==> src/rtl/mem_access_ctrl.sv <==
// rtl/mem_access_ctrl.sv - SRAM / memory-mapped I/O access sequencer for the CPU memory port
//
// Purpose:
//   Turns level read/write requests from the control unit into timed, active-low
//   SRAM strobe sequences, or into a single-cycle switch read / hex-display write
//   when the latched address hits IO_ADDR. Address and write data are latched
//   when the access leaves IDLE, so MAR/MDR may change freely mid-access.
//
// Ports:
//   Clk, Reset        clock, synchronous active-high reset
//   Mem_OE, Mem_WE    level read / write requests (write wins when both high)
//   MAR, MDR          access address, write data
//   Switches          board switches, returned for a read at IO_ADDR
//   SRAM_DQ_in        data returning from the SRAM
//   Data_to_CPU       registered read data
//   Mem_Ready         access complete (high in DONE)
//   SRAM_ADDR         zero-extended latched address
//   SRAM_*_N          active-low chip/output/write/byte strobes
//   SRAM_DQ_out       latched write data
//   SRAM_DQ_oe        drive enable for SRAM_DQ_out
//   HEX_Data          hex-display register, written at IO_ADDR

module mem_access_ctrl #(
  parameter int          WAIT_CYCLES = 2,
  parameter logic [15:0] IO_ADDR     = 16'hFFFF
) (
  input  logic        Clk,
  input  logic        Reset,
  input  logic        Mem_OE,
  input  logic        Mem_WE,
  input  logic [15:0] MAR,
  input  logic [15:0] MDR,
  input  logic [15:0] Switches,
  input  logic [15:0] SRAM_DQ_in,
  output logic [15:0] Data_to_CPU,
  output logic        Mem_Ready,
  output logic [19:0] SRAM_ADDR,
  output logic        SRAM_CE_N,
  output logic        SRAM_OE_N,
  output logic        SRAM_WE_N,
  output logic        SRAM_LB_N,
  output logic        SRAM_UB_N,
  output logic [15:0] SRAM_DQ_out,
  output logic        SRAM_DQ_oe,
  output logic [15:0] HEX_Data
);

  localparam logic [2:0] S_IDLE = 3'd0;
  localparam logic [2:0] S_RD   = 3'd1;
  localparam logic [2:0] S_WR   = 3'd2;
  localparam logic [2:0] S_IO   = 3'd3;
  localparam logic [2:0] S_DONE = 3'd4;

  // Strobe phase ends on the cycle the counter shows this value.
  localparam logic [3:0] LAST_CNT = 4'(WAIT_CYCLES - 1);

  logic [2:0]  state_q, state_d;
  logic [3:0]  cnt_q, cnt_d;
  logic [15:0] addr_q, addr_d;
  logic [15:0] mdr_q, mdr_d;
  logic        is_wr_q, is_wr_d;
  logic [15:0] data_q, data_d;
  logic [15:0] hex_q, hex_d;
  logic        req_held;

  // DONE waits on whichever request started the access, not on both.
  assign req_held = is_wr_q ? Mem_WE : Mem_OE;

  always_comb begin
    state_d = state_q;
    cnt_d   = cnt_q;
    addr_d  = addr_q;
    mdr_d   = mdr_q;
    is_wr_d = is_wr_q;
    data_d  = data_q;
    hex_d   = hex_q;
    case (state_q)
      S_IDLE: begin
        if (Mem_WE || Mem_OE) begin
          addr_d  = MAR;
          cnt_d   = 4'd0;
          is_wr_d = Mem_WE;
          if (Mem_WE) begin
            mdr_d = MDR;
          end
          if (MAR == IO_ADDR) begin
            state_d = S_IO;
          end else if (Mem_WE) begin
            state_d = S_WR;
          end else begin
            state_d = S_RD;
          end
        end
      end
      S_RD: begin
        cnt_d = cnt_q + 4'd1;
        if (cnt_q == LAST_CNT) begin
          data_d  = SRAM_DQ_in;
          state_d = S_DONE;
        end
      end
      S_WR: begin
        cnt_d = cnt_q + 4'd1;
        if (cnt_q == LAST_CNT) begin
          state_d = S_DONE;
        end
      end
      S_IO: begin
        if (is_wr_q) begin
          hex_d = mdr_q;
        end else begin
          data_d = Switches;
        end
        state_d = S_DONE;
      end
      S_DONE: begin
        if (!req_held) begin
          state_d = S_IDLE;
        end
      end
      default: state_d = S_IDLE;
    endcase
  end

  always_ff @(posedge Clk) begin
    if (Reset) begin
      state_q <= S_IDLE;
      cnt_q   <= 4'd0;
      addr_q  <= 16'd0;
      mdr_q   <= 16'd0;
      is_wr_q <= 1'b0;
      data_q  <= 16'd0;
      hex_q   <= 16'd0;
    end else begin
      state_q <= state_d;
      cnt_q   <= cnt_d;
      addr_q  <= addr_d;
      mdr_q   <= mdr_d;
      is_wr_q <= is_wr_d;
      data_q  <= data_d;
      hex_q   <= hex_d;
    end
  end

  // Strobes are pure decodes of the state register, so they change only on
  // clock edges and are all inactive in IDLE, IO and DONE.
  logic sram_active;
  assign sram_active = (state_q == S_RD) || (state_q == S_WR);

  assign Mem_Ready   = (state_q == S_DONE);
  assign SRAM_ADDR   = {4'h0, addr_q};
  assign SRAM_CE_N   = !sram_active;
  assign SRAM_OE_N   = (state_q != S_RD);
  assign SRAM_WE_N   = (state_q != S_WR);
  assign SRAM_LB_N   = !sram_active;
  assign SRAM_UB_N   = !sram_active;
  assign SRAM_DQ_oe  = (state_q == S_WR);
  assign SRAM_DQ_out = mdr_q;
  assign Data_to_CPU = data_q;
  assign HEX_Data    = hex_q;

endmodule
==> config.mk <==
export PLATFORM = sky130hd
export DESIGN_NAME = mem_access_ctrl
export DESIGN_NICKNAME = d
export VERILOG_FILES = /design/src/rtl/mem_access_ctrl.sv
export SDC_FILE = /design/constraint.sdc
export NUM_CORES = 1
export LEC_CHECK = 0
export ABC_AREA = 1
export BUFFER_PORTS_ARGS = -buffer_cell sky130_fd_sc_hd__clkbuf_2
export CORE_ASPECT_RATIO = 2
export CORE_MARGIN = 2
export CORE_UTILIZATION = 42
export DETAILED_ROUTE_END_ITERATION = 6
export PLACE_DENSITY = 0.84
export SYNTH_ARGS = -nofsm -noshare
export SYNTH_HDL_FRONTEND = slang
export SYNTH_SLANG_ARGS = --single-unit
==> constraint.sdc <==
create_clock -name Clk -period 1.4 [get_ports Clk]
set_input_delay 0.21 -clock Clk [delete_from_list [all_inputs] [get_ports Clk]]
set_output_delay 0.21 -clock Clk [all_outputs]
set_load 0.02 [all_outputs]
Word level (Yosys, flattened, before mapping)
Cells that the tools add are included.
{"block": "totals", "reg_bits": 72, "input_bits": 68, "out_inout_bits": 75, "wordCells": 46}
{"block": "classes", "addsub": 1, "eq_ne": 13, "muxes": 12, "n_reduce_logical": 13}
{"op": "$mux W16", "n": 2}
{"op": "$pmux W16 S2", "n": 1}
{"op": "$eq A16 B16 Y1 const B", "n": 1}
{"op": "$pmux W3 S4", "n": 1}
{"op": "$mux W3", "n": 3}
{"op": "$reduce_and A3 Y1", "n": 3}
{"op": "$ne A2 B2 Y1 const B", "n": 4}
{"op": "$pmux W4 S2", "n": 1}
{"op": "$eq A3 B2 Y1 const B", "n": 2}
{"op": "$reduce_and A2 Y1", "n": 3}
{"op": "$add A4 B1 Y4 const B", "n": 1}
{"op": "$eq A4 B1 Y1 const B", "n": 1}
{"op": "$mux W2", "n": 2}
{"op": "$mux W4", "n": 1}
{"op": "$reduce_bool A2 Y1", "n": 2}
{"op": "$eq A3 B1 Y1 const B", "n": 1}
{"op": "$eq A3 B3 Y1 const B", "n": 1}
{"op": "$logic_not A3 Y1", "n": 1}
{"op": "$ne A3 B1 Y1 const B", "n": 1}
{"op": "$ne A3 B2 Y1 const B", "n": 1}
{"op": "$logic_or A1 B1 Y1", "n": 2}
{"op": "$ne A2 B1 Y1 const B", "n": 1}
{"op": "$reduce_or A2 Y1", "n": 1}
{"op": "$logic_not A1 Y1", "n": 1}
{"op": "$mux W1", "n": 1}

Longest topological paths before layout
Gate-level depths: netlist of the first run.
{"block": "depth", "ltp_word": 4, "depth_mapped": 8, "mapped_depth_nobuf": 7}

Worst setup path after synthesis of the first run
Ideal clock, no wire load.
{"block": "synth_timing", "kind": "reg-to-output", "startpoint": "register state_q[2]", "endpoint": "output port SRAM_LB_N", "t_arrival_ps": 1272, "required_ps": 1190, "path_slack_ps": -82, "path_stages_with_launch": 6, "path_buffers": 1, "cell_sequence": "dfxtp_1 > inv_2 > nand3_1 > nand2_1 > inv_1 > buf_4"}
{"block": "synth_via", "elab_chain_len": 3, "word_cells_on_any_way": 4, "classes_between": "2 x eq/ne; 2 x reduce/logical"}
{"item": "start: declaration", "line": "57", "rtl": "logic [2:0] state_q, state_d;"}
{"item": "start signal: assignment", "line": "135", "rtl": "state_q <= state_d;"}
{"item": "$eq A3 B1 Y1 or $eq A3 B2 Y1 (tied branches)", "line": "148", "rtl": "assign sram_active = (state_q == S_RD) || (state_q == S_WR);"}
{"item": "$logic_or A1 B1 Y1 (*)", "line": "148"}
{"item": "$logic_not A1 Y1 (*)"}
{"item": "end: declaration", "line": "41", "rtl": "output logic SRAM_LB_N,"}
Every way passes the cells marked *; elsewhere a longest branch is shown, timed or not.

Final worst setup path of the first run
{"block": "layout_timing", "startpoint": "register state_q[0]", "endpoint": "output port SRAM_LB_N"}
{"block": "layout_via", "elab_chain_len": 3, "word_cells_on_any_way": 4, "classes_between": "2 x eq/ne; 2 x reduce/logical"}
{"item": "$eq A3 B1 Y1 or $eq A3 B2 Y1 (tied branches)", "line": "148"}
{"item": "$logic_or A1 B1 Y1 (*)", "line": "148"}
{"item": "$logic_not A1 Y1 (*)", "line": "155", "rtl": "assign SRAM_LB_N = !sram_active;"}
Marks and branches as above.

==> results of run 1 <==
## worst max-delay path: cells and delay by family (launching register included)
family	cells	cell delay, ps
DFF	1	390
buffers and inverters	3	290
and+or+nand+nor	2	180
## sequential cells by signal, indices dropped and copies added (netlist names)
name	count
Data_to_CPU	16
HEX_Data	16
SRAM_DQ_out	16
addr_q	16
cnt_q	4
state_q	3
is_wr_q	1
## cell usage in the layout, fill, tap and decap left out
master / instances
a21oi_1: 55
a21oi_2: 1
a31o_2: 1
buf_12: 4
buf_4: 20
buf_6: 3
clkbuf_16: 10
clkbuf_2: 134
clkbuf_8: 8
clkinv_2: 2
conb_1: 4
dfxtp_1: 69
dfxtp_4: 3
ha_1: 2
inv_1: 37
inv_2: 1
inv_4: 3
inv_6: 1
nand2_1: 70
nand2_2: 2
nand2_4: 4
nand3_1: 35
nand3_2: 1
nand3_4: 2
nand4_1: 2
nor2_1: 39
nor2_2: 1
nor2_4: 2
nor3_4: 1
o21ai_0: 45
o21ai_1: 7
o21ai_4: 1
or2_1: 1
xor2_1: 1
## through the flow
step	instance area, um^2	std cells
floorplan	3050	420
global placement	3880	636
detailed placement	3880	636
CTS	4290	656
global route	4410	662
finish	4410	662
## worst paths after layout
check | startpoint | to | slack [ps] | cells past startpoint
setup / recovery | state_q[0] | SRAM_LB_N | -7 | 5
hold / removal | MAR[3] | addr_q[3] | 120 | 3
setup reg to reg | state_q[2] | Data_to_CPU[10] | 40 | 6
hold reg to reg | HEX_Data[1] | HEX_Data[1] | 440 | 2
## cell families after synthesis
group                    share of synthesized area, %
AND/OR/NAND/NOR                                  22.2
AO/OA/AOI/OAI                                    18.7
buffers and inverters                            10.2
flip-flops                                       47.7
adder cells (fa/ha/maj)                         0.828
XOR/XNOR                                        0.290
other                                           0.124
## power by group through the flow
stage / Sequential (mW) / Combinational (mW) / Clock, mW
final: 2.36 / 1.44 / 2.25
after global routing: 2.38 / 1.58 / 2.37
after CTS: 2.35 / 1.37 / 2.27
after detailed placement: 2.39 / 1.27 / 0
after global placement: 2.38 / 1.24 / 0
after floorplan: 2.56 / 0.614 / 0
## final cells by class
type	instances	area (um^2)
Tap cell	90	113
Multi-Input combinational cell	277	1370
Fill cell	592	2530
Inverter	42	170
Timing Repair Buffer	165	1000
Clock inverter	2	10.0
Sequential cell	72	1450
Clock buffer	14	294
## what timing repair did
item,CTS,global route
cloned,0,3
pin swaps,3,1
gates resized for setup,24,21
setup buffers,4,3
setup endpoints to repair,39,48
## layer usage
metal  GRT usage, %  share of wire [%]  vias to the layer above
li1               -                  -                     1646
met1           21.9                 35                     1501
met2           38.8                 56                      128
met3           4.43                5.4                       27
met4           15.8                3.4                        0
met5              0                  0                        -
==> key figures, run 1 <==
Timing
  • Fin. Hold Viols: 0
  • Fmax achieved: 711 MHz
  • Skew final: 4.61 ps
  • Setup_tns: -16.5 ps
  • Setup Viol. Count Final: 3
  • RSZ-0062 raised after global routing: yes
  • Crit path time final: 1410 ps
  • Final period util: 100%
  • Setup slack after layout: -6.51 ps
  • Slew Limit Fails: 0
  • Worst hold slack: 118 ps

Yosys
  • FFs w/ async S/R, synth: 0%
  • #FFs+latches synth: 72
  • Synth unique cells: 21
  • Sequential share of the synthesized area: 47.7%
  • Most frequent cell after synthesis: nand2_1
  • YS warnings: 0
  • Average size of a mapped cell: 7.25 um^2
  • Post-Synthesis Cells: 417
  • Number of synthesized flops with an enable pin: 0
  • Dominant synthesized flop cell: dfxtp_1
  • Cell Area, Synth: 3020 um^2
  • Top post-synthesis cells by area: dfxtp_1 48%, nand2_1 9.3%, a21oi_1 9.3%
  • Area share of the largest cell type after synthesis: 47.7%
  • List of most frequent post-synthesis cells: 75 x nand2_1, 72 x dfxtp_1, 56 x a21oi_1
  • Post-synth top area cell: dfxtp_1

Drt
  • ANT nets after route: 0
  • Via count: 3,302
  • DR iter-0 viols: 182
  • Drt first pass iters: 4
  • Total Wirelength: 8760 um
  • Avg WL per Cell: 13.2 um
  • Via/cell ratio: 4.99
  • DRC Markers: 0

Worst setup path
  • Critical path class: reg2out
  • Worst path cell trace: buf_6 -> nand3_4 -> nand2_4 -> inv_4 -> clkbuf_8
  • CP endpoint kind: output port
  • Startpoint Class: flip-flop
  • CP Data Required Time: 1190 ps
  • Crit-path max cell delay: 390 ps
  • CP arrival: 1200 ps
  • Crit-path max FO: 5
  • Slowest cell on the critical path: dfxtp_4

Power and ir drop
  • Power Total: 6.05 mW
  • Clock Power Share: 37.2%
  • Leakage: 2.10 nW
  • Switch Pwr: 1.82 mW
  • Comb power frac: 23.8%
  • PwrDens: 1370 nW/um^2
  • VDD IR max: 0.00118 V
  • Switching Share: 30.1%
  • Power share of the sequential group: 39.0%
  • Internal power: 4.23 mW

Run status
  • Outcome: finished with violations
  • Failing checks: setup timing

Clocking
  • Max Buffers Root-to-Sink: 2
  • Max H-tree Level: 3
  • Hold buffers post-CTS: 0
  • CTS clk-pin slew, worst paths: 60 ps
  • Clock root cell: clkbuf_16
  • Clock Sinks: 72
  • CTS tree: yes
  • Cts bufs inserted: 9
  • Worst skew pair latency: 330 ps

Global route
  • Initial antenna violation count: 0
  • GRT Overall Usage: 21.7%
  • Vias in the first global route: 3,049
  • Grt ovf: 0
  • First-pass GRT wire length: 13,300 um
  • Largest net degree at the start of global routing: 49

Placed design
  • Post-detail-place hpwl: 6400 um
  • Port Buffer Count: 138
  • Routability cong.: 0.837
  • Place WS: -61.8 ps

Floorplanning
  • Core Box Area: 6940 um^2
  • DIE HEIGHT: 124 um
  • Initial Util: 43.6%
  • Cell Rows: 43
  • Die Footprint: 7930 um^2
  • Die X: 64.0 um
  • Total I/O pin count: 143

Hold path
  • Hold Crit Class: in2reg

Final layout
  • Layout overhead on the synthesized area: 45.9%
  • Final Core Density: 63.5%
  • Share of layout cells above drive strength 1: 35.8%
  • Layout Nets: 637
  • Diodes inserted: 0

Job
  • Number of max-cap violations: 0
No activity file was read; power rests on OpenSTA's default activity.
==> run 2, diff against run 1 <==
Settings changed: CORE_UTILIZATION 42 to 45, PLACE_DENSITY 0.84 to 0.86.
Clock period 1.4 ns to 1.5 ns, I/O delays scaled along.
==> run 2 against run 1 <==
The flow now finishes without violations. Combinational power shrank 16%. Die area shrank 6.4%. Clock skew grew 1.5 ps. Register-to-register slack gained 80 ps. Global-route usage is 1.6 points higher. Critical endpoint is now SRAM_CE_N. Largest cell class unchanged. Highest routed layer unchanged.
==> key figures, run 2 (same netlist as run 1, synthesis figures left out) <==
Timing
  • Skew final: 6.16 ps (was 4.61 ps)
  • RSZ-0062 raised after global routing: no (was yes)
  • Worst hold slack: 145 ps (was 118 ps)
  • Crit path time final: 1450 ps
  • Setup Viol. Count Final: 0 (was 3)
  • Setup slack after layout: 49.5 ps (was -6.51 ps)
  • Setup_tns: 0 ps (was -16.5 ps)
  • Fmax achieved: 689 MHz
  • Fin. Hold Viols: 0 (unchanged)
  • Slew Limit Fails: 0 (unchanged)
  • Final period util: 96.7%

Global route
  • Initial antenna violation count: 0 (unchanged)
  • GRT Overall Usage: 23.3% (was 21.7%)
  • Grt ovf: 0 (unchanged)
  • Vias in the first global route: 2,969 (was 3,049)
  • Largest net degree at the start of global routing: 49 (unchanged)
  • First-pass GRT wire length: 13,100 um (was 13,300 um)

Clocking
  • CTS tree: yes (unchanged)
  • Worst skew pair latency: 330 ps (about the same)
  • Max H-tree Level: 3 (unchanged)
  • CTS clk-pin slew, worst paths: 60 ps (about the same)
  • Cts bufs inserted: 9 (unchanged)
  • Clock Sinks: 72 (unchanged)
  • Max Buffers Root-to-Sink: 2 (unchanged)
  • Clock root cell: clkbuf_16 (unchanged)

Placed design
  • Post-detail-place hpwl: 6140 um (was 6400 um)
  • Port Buffer Count: 138 (unchanged)
  • Routability cong.: 0.821 (was 0.837)
  • Placed insts: 628 (was 636)
  • Place WS: 75.9 ps (was -61.8 ps)

Final layout
  • Commonest cells after routing, fill and taps aside: 135 x clkbuf_2, 73 x nand2_1, 69 x dfxtp_1 (was 134 x clkbuf_2, 70 x nand2_1, 69 x dfxtp_1)
  • Layout overhead on the synthesized area: 38.3% (was 45.9%)
  • Layout Nets: 624 (was 637)
  • Register area: 1450 um^2 (about the same)
  • Fill cells: 585 (was 592)
  • Final non-filler cell total: 646 (was 662)
  • Multi-input combinational cell area: 1330 um^2 (was 1370 um^2)
  • Share of layout cells above drive strength 1: 33.0% (was 35.8%)
  • Diodes inserted: 0 (unchanged)
  • Most common cell after layout, fill and taps aside: clkbuf_2 (unchanged)

Drt
  • Avg WL per Cell: 13.1 um (was 13.2 um)
  • DRC Markers: 0 (unchanged)
  • DR iter-0 viols: 154 (was 182)
  • ANT nets after route: 0 (unchanged)
  • Drt first pass iters: 6 (was 4)
  • Total Wirelength: 8460 um (was 8760 um)
  • Via/cell ratio: 4.99 (about the same)
  • Via count: 3,225 (was 3,302)

Power and ir drop
  • Internal power: 3.95 mW (was 4.23 mW)
  • Switching Share: 29.6% (was 30.1%)
  • Comb power frac: 21.6% (was 23.8%)
  • Switch Pwr: 1.66 mW (was 1.82 mW)
  • Leakage: 2.00 nW (was 2.10 nW)
  • Clock Power Share: 39.1% (was 37.2%)
  • Power Total: 5.61 mW (was 6.05 mW)
  • Power share of the sequential group: 39.3% (was 39.0%)
  • VDD IR max: 0.000873 V (was 0.00118 V)
  • PwrDens: 1340 nW/um^2 (was 1370 nW/um^2)

Floorplanning
  • Total I/O pin count: 143 (unchanged)
  • Core Box Area: 6570 um^2 (was 6940 um^2)
  • Die X: 62.0 um (was 64.0 um)
  • Die Footprint: 7430 um^2 (was 7930 um^2)
  • Cell Rows: 42 (was 43)
  • Initial Util: 46.0% (was 43.6%)
  • DIE HEIGHT: 120 um (was 124 um)

Worst setup path
  • Critical path class: reg2out (unchanged)
  • CP arrival: 1230 ps (was 1200 ps)
  • Crit-path max FO: 6 (was 5)
  • Startpoint Class: flip-flop (unchanged)
  • CP endpoint kind: output port (unchanged)
  • CP Data Required Time: 1270 ps (was 1190 ps)

Job
  • Number of max-cap violations: 0 (unchanged)

Hold path
  • Hold Crit Class: in2reg (unchanged)

Run status
  • Outcome: finished, final reports clean (was finished with violations)
[run 2: final timing paths]
path	start	end	slack, ps	depth (start not counted)
setup / recovery	state_q[2]	SRAM_CE_N	50	5
hold reg to reg	HEX_Data[5]	HEX_Data[5]	440	2
setup reg to reg	state_q[2]	Data_to_CPU[1]	120	5
hold / removal	MAR[1]	addr_q[1]	140	3
[run 2: metrics by stage]
stage / cell area, um^2 / util, %
2_1_floorplan: 3030 / -
3_3_place_gp: 3790 / 57.7
3_5_place_dp: 3790 / 57.7
4_1_cts: 4130 / 62.9
5_1_grt: 4180 / 63.7
6_report: 4180 / 63.7
[run 2: layout make-up]
cell class / count / area share (%)
clock inverter: 4 / 1.68
inverter: 42 / 3.95
clock buffer: 11 / 5.57
sequential: 72 / 34.7
tap: 88 / 2.63
timing repair buffer: 153 / 19.7
multi-input combinational: 276 / 31.8
[run 2: power groups by stage]
stage	combinational, mW	clock, mW	sequential [mW]
2_1_floorplan	0.564	0	2.39
3_3_place_gp	1.11	0	2.22
3_5_place_dp	1.15	0	2.23
4_1_cts	1.18	2.23	2.20
5_1_grt	1.33	2.31	2.22
6_report	1.21	2.19	2.21
[run 2: repair_timing]
| action | in CTS | in global routing |
|---|---|---|
| setup endpoints to repair | 4 | 28 |
| gates resized for setup | 12 | 11 |
| pin swaps | 0 | 2 |
| buffers inserted | 0 | 3 |
| cloned | 0 | 0 |
| hold endpoints to repair | 0 | 0 |
| hold buffers | 0 | 0 |
[run 2: metal layers]
layer | part of all wire [%] | routed length [um] | up-vias | global-route usage (%)
met4 | 2.2 | 190 | 0 | 9.97
li1 | - | - | 1617 | -
met3 | 5.0 | 424 | 15 | 6.03
met2 | 55 | 4640 | 116 | 40.4
met5 | 0 | 0 | - | 0
met1 | 38 | 3200 | 1477 | 24.9
[run 2: critical path: stages (launching register included)]
cell     delay, ps
dfxtp_4        410
inv_8           60
nand3_4         90
nand2_4         80
inv_2           90
buf_2          160
==> run 3, diff against run 2 <==
Settings changed: CELL_PAD_IN_SITES_DETAIL_PLACEMENT from default to 1, CELL_PAD_IN_SITES_GLOBAL_PLACEMENT from default to 2, CORE_ASPECT_RATIO 2 to default, CORE_UTILIZATION 45 to 24, PLACE_DENSITY 0.86 to 0.88.
==> run 3 against run 2 <==
Wire length rose by 14%. Worst setup slack worse by 29 ps. Sequential power about the same. Final area is 4.3% higher. Fmax is 2.0% lower. Highest routed layer unchanged. Non-clock buffer count grew 7. Critical path depth unchanged. Sequential share of layout area shrank 1.5 points. Final cell count grew 13%. Via count fell by 0.65%.
==> key figures, run 3 (same netlist as run 1, synthesis figures left out) <==
Run status
  • Outcome: finished, final reports clean (unchanged)

Final layout
  • Fill cells: 1,544 (was 585)
  • Register area: 1450 um^2 (about the same)
  • Share of layout cells above drive strength 1: 34.3% (was 33.0%)
  • Layout overhead on the synthesized area: 44.3% (was 38.3%)
  • Diodes inserted: 0 (unchanged)
  • Post-route design area: 4360 um^2 (was 4180 um^2)
  • Commonest cells after routing, fill and taps aside: 136 x clkbuf_2, 72 x nand2_1, 69 x dfxtp_1 (was 135 x clkbuf_2, 73 x nand2_1, 69 x dfxtp_1)
  • Layout Nets: 631 (was 624)
  • Multi-input combinational cell area: 1330 um^2 (about the same)
  • Most common cell after layout, fill and taps aside: clkbuf_2 (unchanged)

Worst setup path
  • Delay-heaviest family, CP: buffers and inverters (was flip-flops)
  • Worst Setup EP: Mem_Ready (was SRAM_CE_N)
  • CP Buf/Inv Count: 3 (unchanged)
  • Reg2reg end: SRAM_DQ_out[3] (was Data_to_CPU[1])
  • Slowest cell on the critical path: dfxtp_2 (was dfxtp_4)
  • RR Startpoint: state_q[0] (was state_q[2])
  • CP endpoint kind: output port (unchanged)
  • WP depth: 5 (unchanged)
  • Crit-path max FO: 3 (was 6)
  • CP arrival: 1250 ps (was 1230 ps)
  • Worst path cell trace: inv_2 -> nand2_2 -> buf_4 -> nor2_2 -> buf_6 (was inv_8 -> nand3_4 -> nand2_4 -> inv_2 -> buf_2)
  • CP Data Required Time: 1270 ps (about the same)
  • Critical Path Start: state_q[0] (was state_q[2])
  • R2R Setup Slk: 110 ps (was 120 ps)
  • Critical path class: reg2out (unchanged)
  • Startpoint Class: flip-flop (unchanged)
  • Crit-path max cell delay: 340 ps (was 410 ps)
  • Worst R2R Path Depth: 7 (was 5)

Global route
  • Largest net degree at the start of global routing: 33 (was 49)
  • GRT Overall Usage: 13.8% (was 23.3%)
  • Vias in the first global route: 3,172 (was 2,969)
  • Initial antenna violation count: 0 (unchanged)
  • First-pass GRT wire length: 14,900 um (was 13,100 um)
  • Grt ovf: 0 (unchanged)

Floorplanning
  • Die X: 116 um (was 62.0 um)
  • Total I/O pin count: 143 (unchanged)
  • Cell Rows: 40 (was 42)
  • DIE HEIGHT: 116 um (was 120 um)
  • Initial Util: 24.9% (was 46.0%)
  • Core Box Area: 12,200 um^2 (was 6570 um^2)
  • Die Footprint: 13,500 um^2 (was 7430 um^2)

Power and ir drop
  • Leakage: 2.04 nW (was 2.00 nW)
  • Switch Pwr: 1.71 mW (was 1.66 mW)
  • Clock Power Share: 39.6% (was 39.1%)
  • Switching Share: 29.7% (was 29.6%)
  • VDD IR max: 0.000509 V (was 0.000873 V)
  • Comb power frac: 22.2% (was 21.6%)
  • PwrDens: 1320 nW/um^2 (was 1340 nW/um^2)
  • Internal power: 4.05 mW (was 3.95 mW)
  • Power Total: 5.76 mW (was 5.61 mW)
  • Power share of the sequential group: 38.2% (was 39.3%)

Timing
  • Slew Limit Fails: 0 (unchanged)
  • Setup Viol. Count Final: 0 (unchanged)
  • Fin. Hold Viols: 0 (unchanged)
  • Crit path time final: 1480 ps (was 1450 ps)
  • Worst hold slack: 145 ps (about the same)
  • Final period util: 98.7% (was 96.7%)
  • Fmax achieved: 676 MHz (was 689 MHz)
  • Skew final: 5.88 ps (was 6.16 ps)
  • RSZ-0062 raised after global routing: yes (was no)

Clocking
  • Hold buffers post-CTS: 0 (unchanged)
  • CTS clk-pin slew, worst paths: 60 ps (about the same)
  • CTS tree: yes (unchanged)
  • Clock root cell: clkbuf_16 (unchanged)
  • Cts bufs inserted: 9 (unchanged)
  • Max Buffers Root-to-Sink: 2 (unchanged)
  • Clock Sinks: 72 (unchanged)
  • Worst skew pair latency: 320 ps (was 330 ps)
  • Max H-tree Level: 3 (unchanged)

Drt
  • ANT nets after route: 0 (unchanged)
  • Via/cell ratio: 4.37 (was 4.99)
  • Total Wirelength: 9610 um (was 8460 um)
  • DRC Markers: 0 (unchanged)
  • Drt first pass iters: 4 (was 6)
  • Via count: 3,204 (was 3,225)
  • Avg WL per Cell: 13.1 um (about the same)
  • DR iter-0 viols: 88 (was 154)

Hold path
  • Worst hold stages: 3 (unchanged)
  • Worst Min Path Start: MAR[0] (was MAR[1])
  • Hold Crit Class: in2reg (unchanged)

Placed design
  • Port Buffer Count: 138 (unchanged)
  • Post-detail-place hpwl: 7410 um (was 6140 um)
  • Routability cong.: 0.764 (was 0.821)
  • Post-DP Area: 3940 um^2 (was 3790 um^2)

Job
  • Number of max-cap violations: 0 (unchanged)
## run 3: final cells by class
class / instances / area share, %
Multi-Input combinational cell: 276 / 30.5
Clock buffer: 10 / 5.48
Tap cell: 168 / 4.82
Inverter: 42 / 3.67
Timing Repair Buffer: 160 / 20.5
Sequential cell: 72 / 33.2
Clock inverter: 5 / 1.86
## run 3: worst min-delay path: stages
cell	delay, ps
clkbuf_2	90
nor2_1	40
nor2_1	80
## run 3: timing repair
action / in CTS / in global routing
gates resized for setup: 7 / 16
pin swaps: 0 / 3
endpoints found under the setup margin: 22 / 51
buffers inserted: 0 / 4
## run 3: worst min-delay path by stage
| stage | end |
|---|---|
| detailed placement | HEX_Data[15] |
| global route | addr_q[9] |
| CTS | addr_q[0] |
| global placement | HEX_Data[4] |
| floorplan | addr_q[0] |
| finish | addr_q[0] |
## run 3: per-stage QoR
stage,TNS [ps],utilization [%],cells,setup slack [ps]
after floorplan,0,-,420,3.40
after detailed placement,-1680,32.4,714,-124
after CTS,-304,35.2,729,-62.8
final,0,35.9,733,20.0
after global placement,0,32.4,714,26.5
after global routing,-96.9,35.9,733,-40.1
## run 3: per-layer routing
metal	global-route usage, %	vias up	wire length [um]
met5	0	-	0
met4	6.03	0	187
met3	2.13	14	357
met2	24.8	72	4960
met1	16.2	1488	4100
li1	-	1630	-
## run 3: power groups by stage
stage | logic (mW) | clock network [mW] | registers (mW)
after global routing | 1.42 | 2.43 | 2.22
after detailed placement | 1.20 | 0 | 2.23
after CTS | 1.22 | 2.35 | 2.20
after floorplan | 0.564 | 0 | 2.39
after global placement | 1.16 | 0 | 2.23
final | 1.28 | 2.28 | 2.20
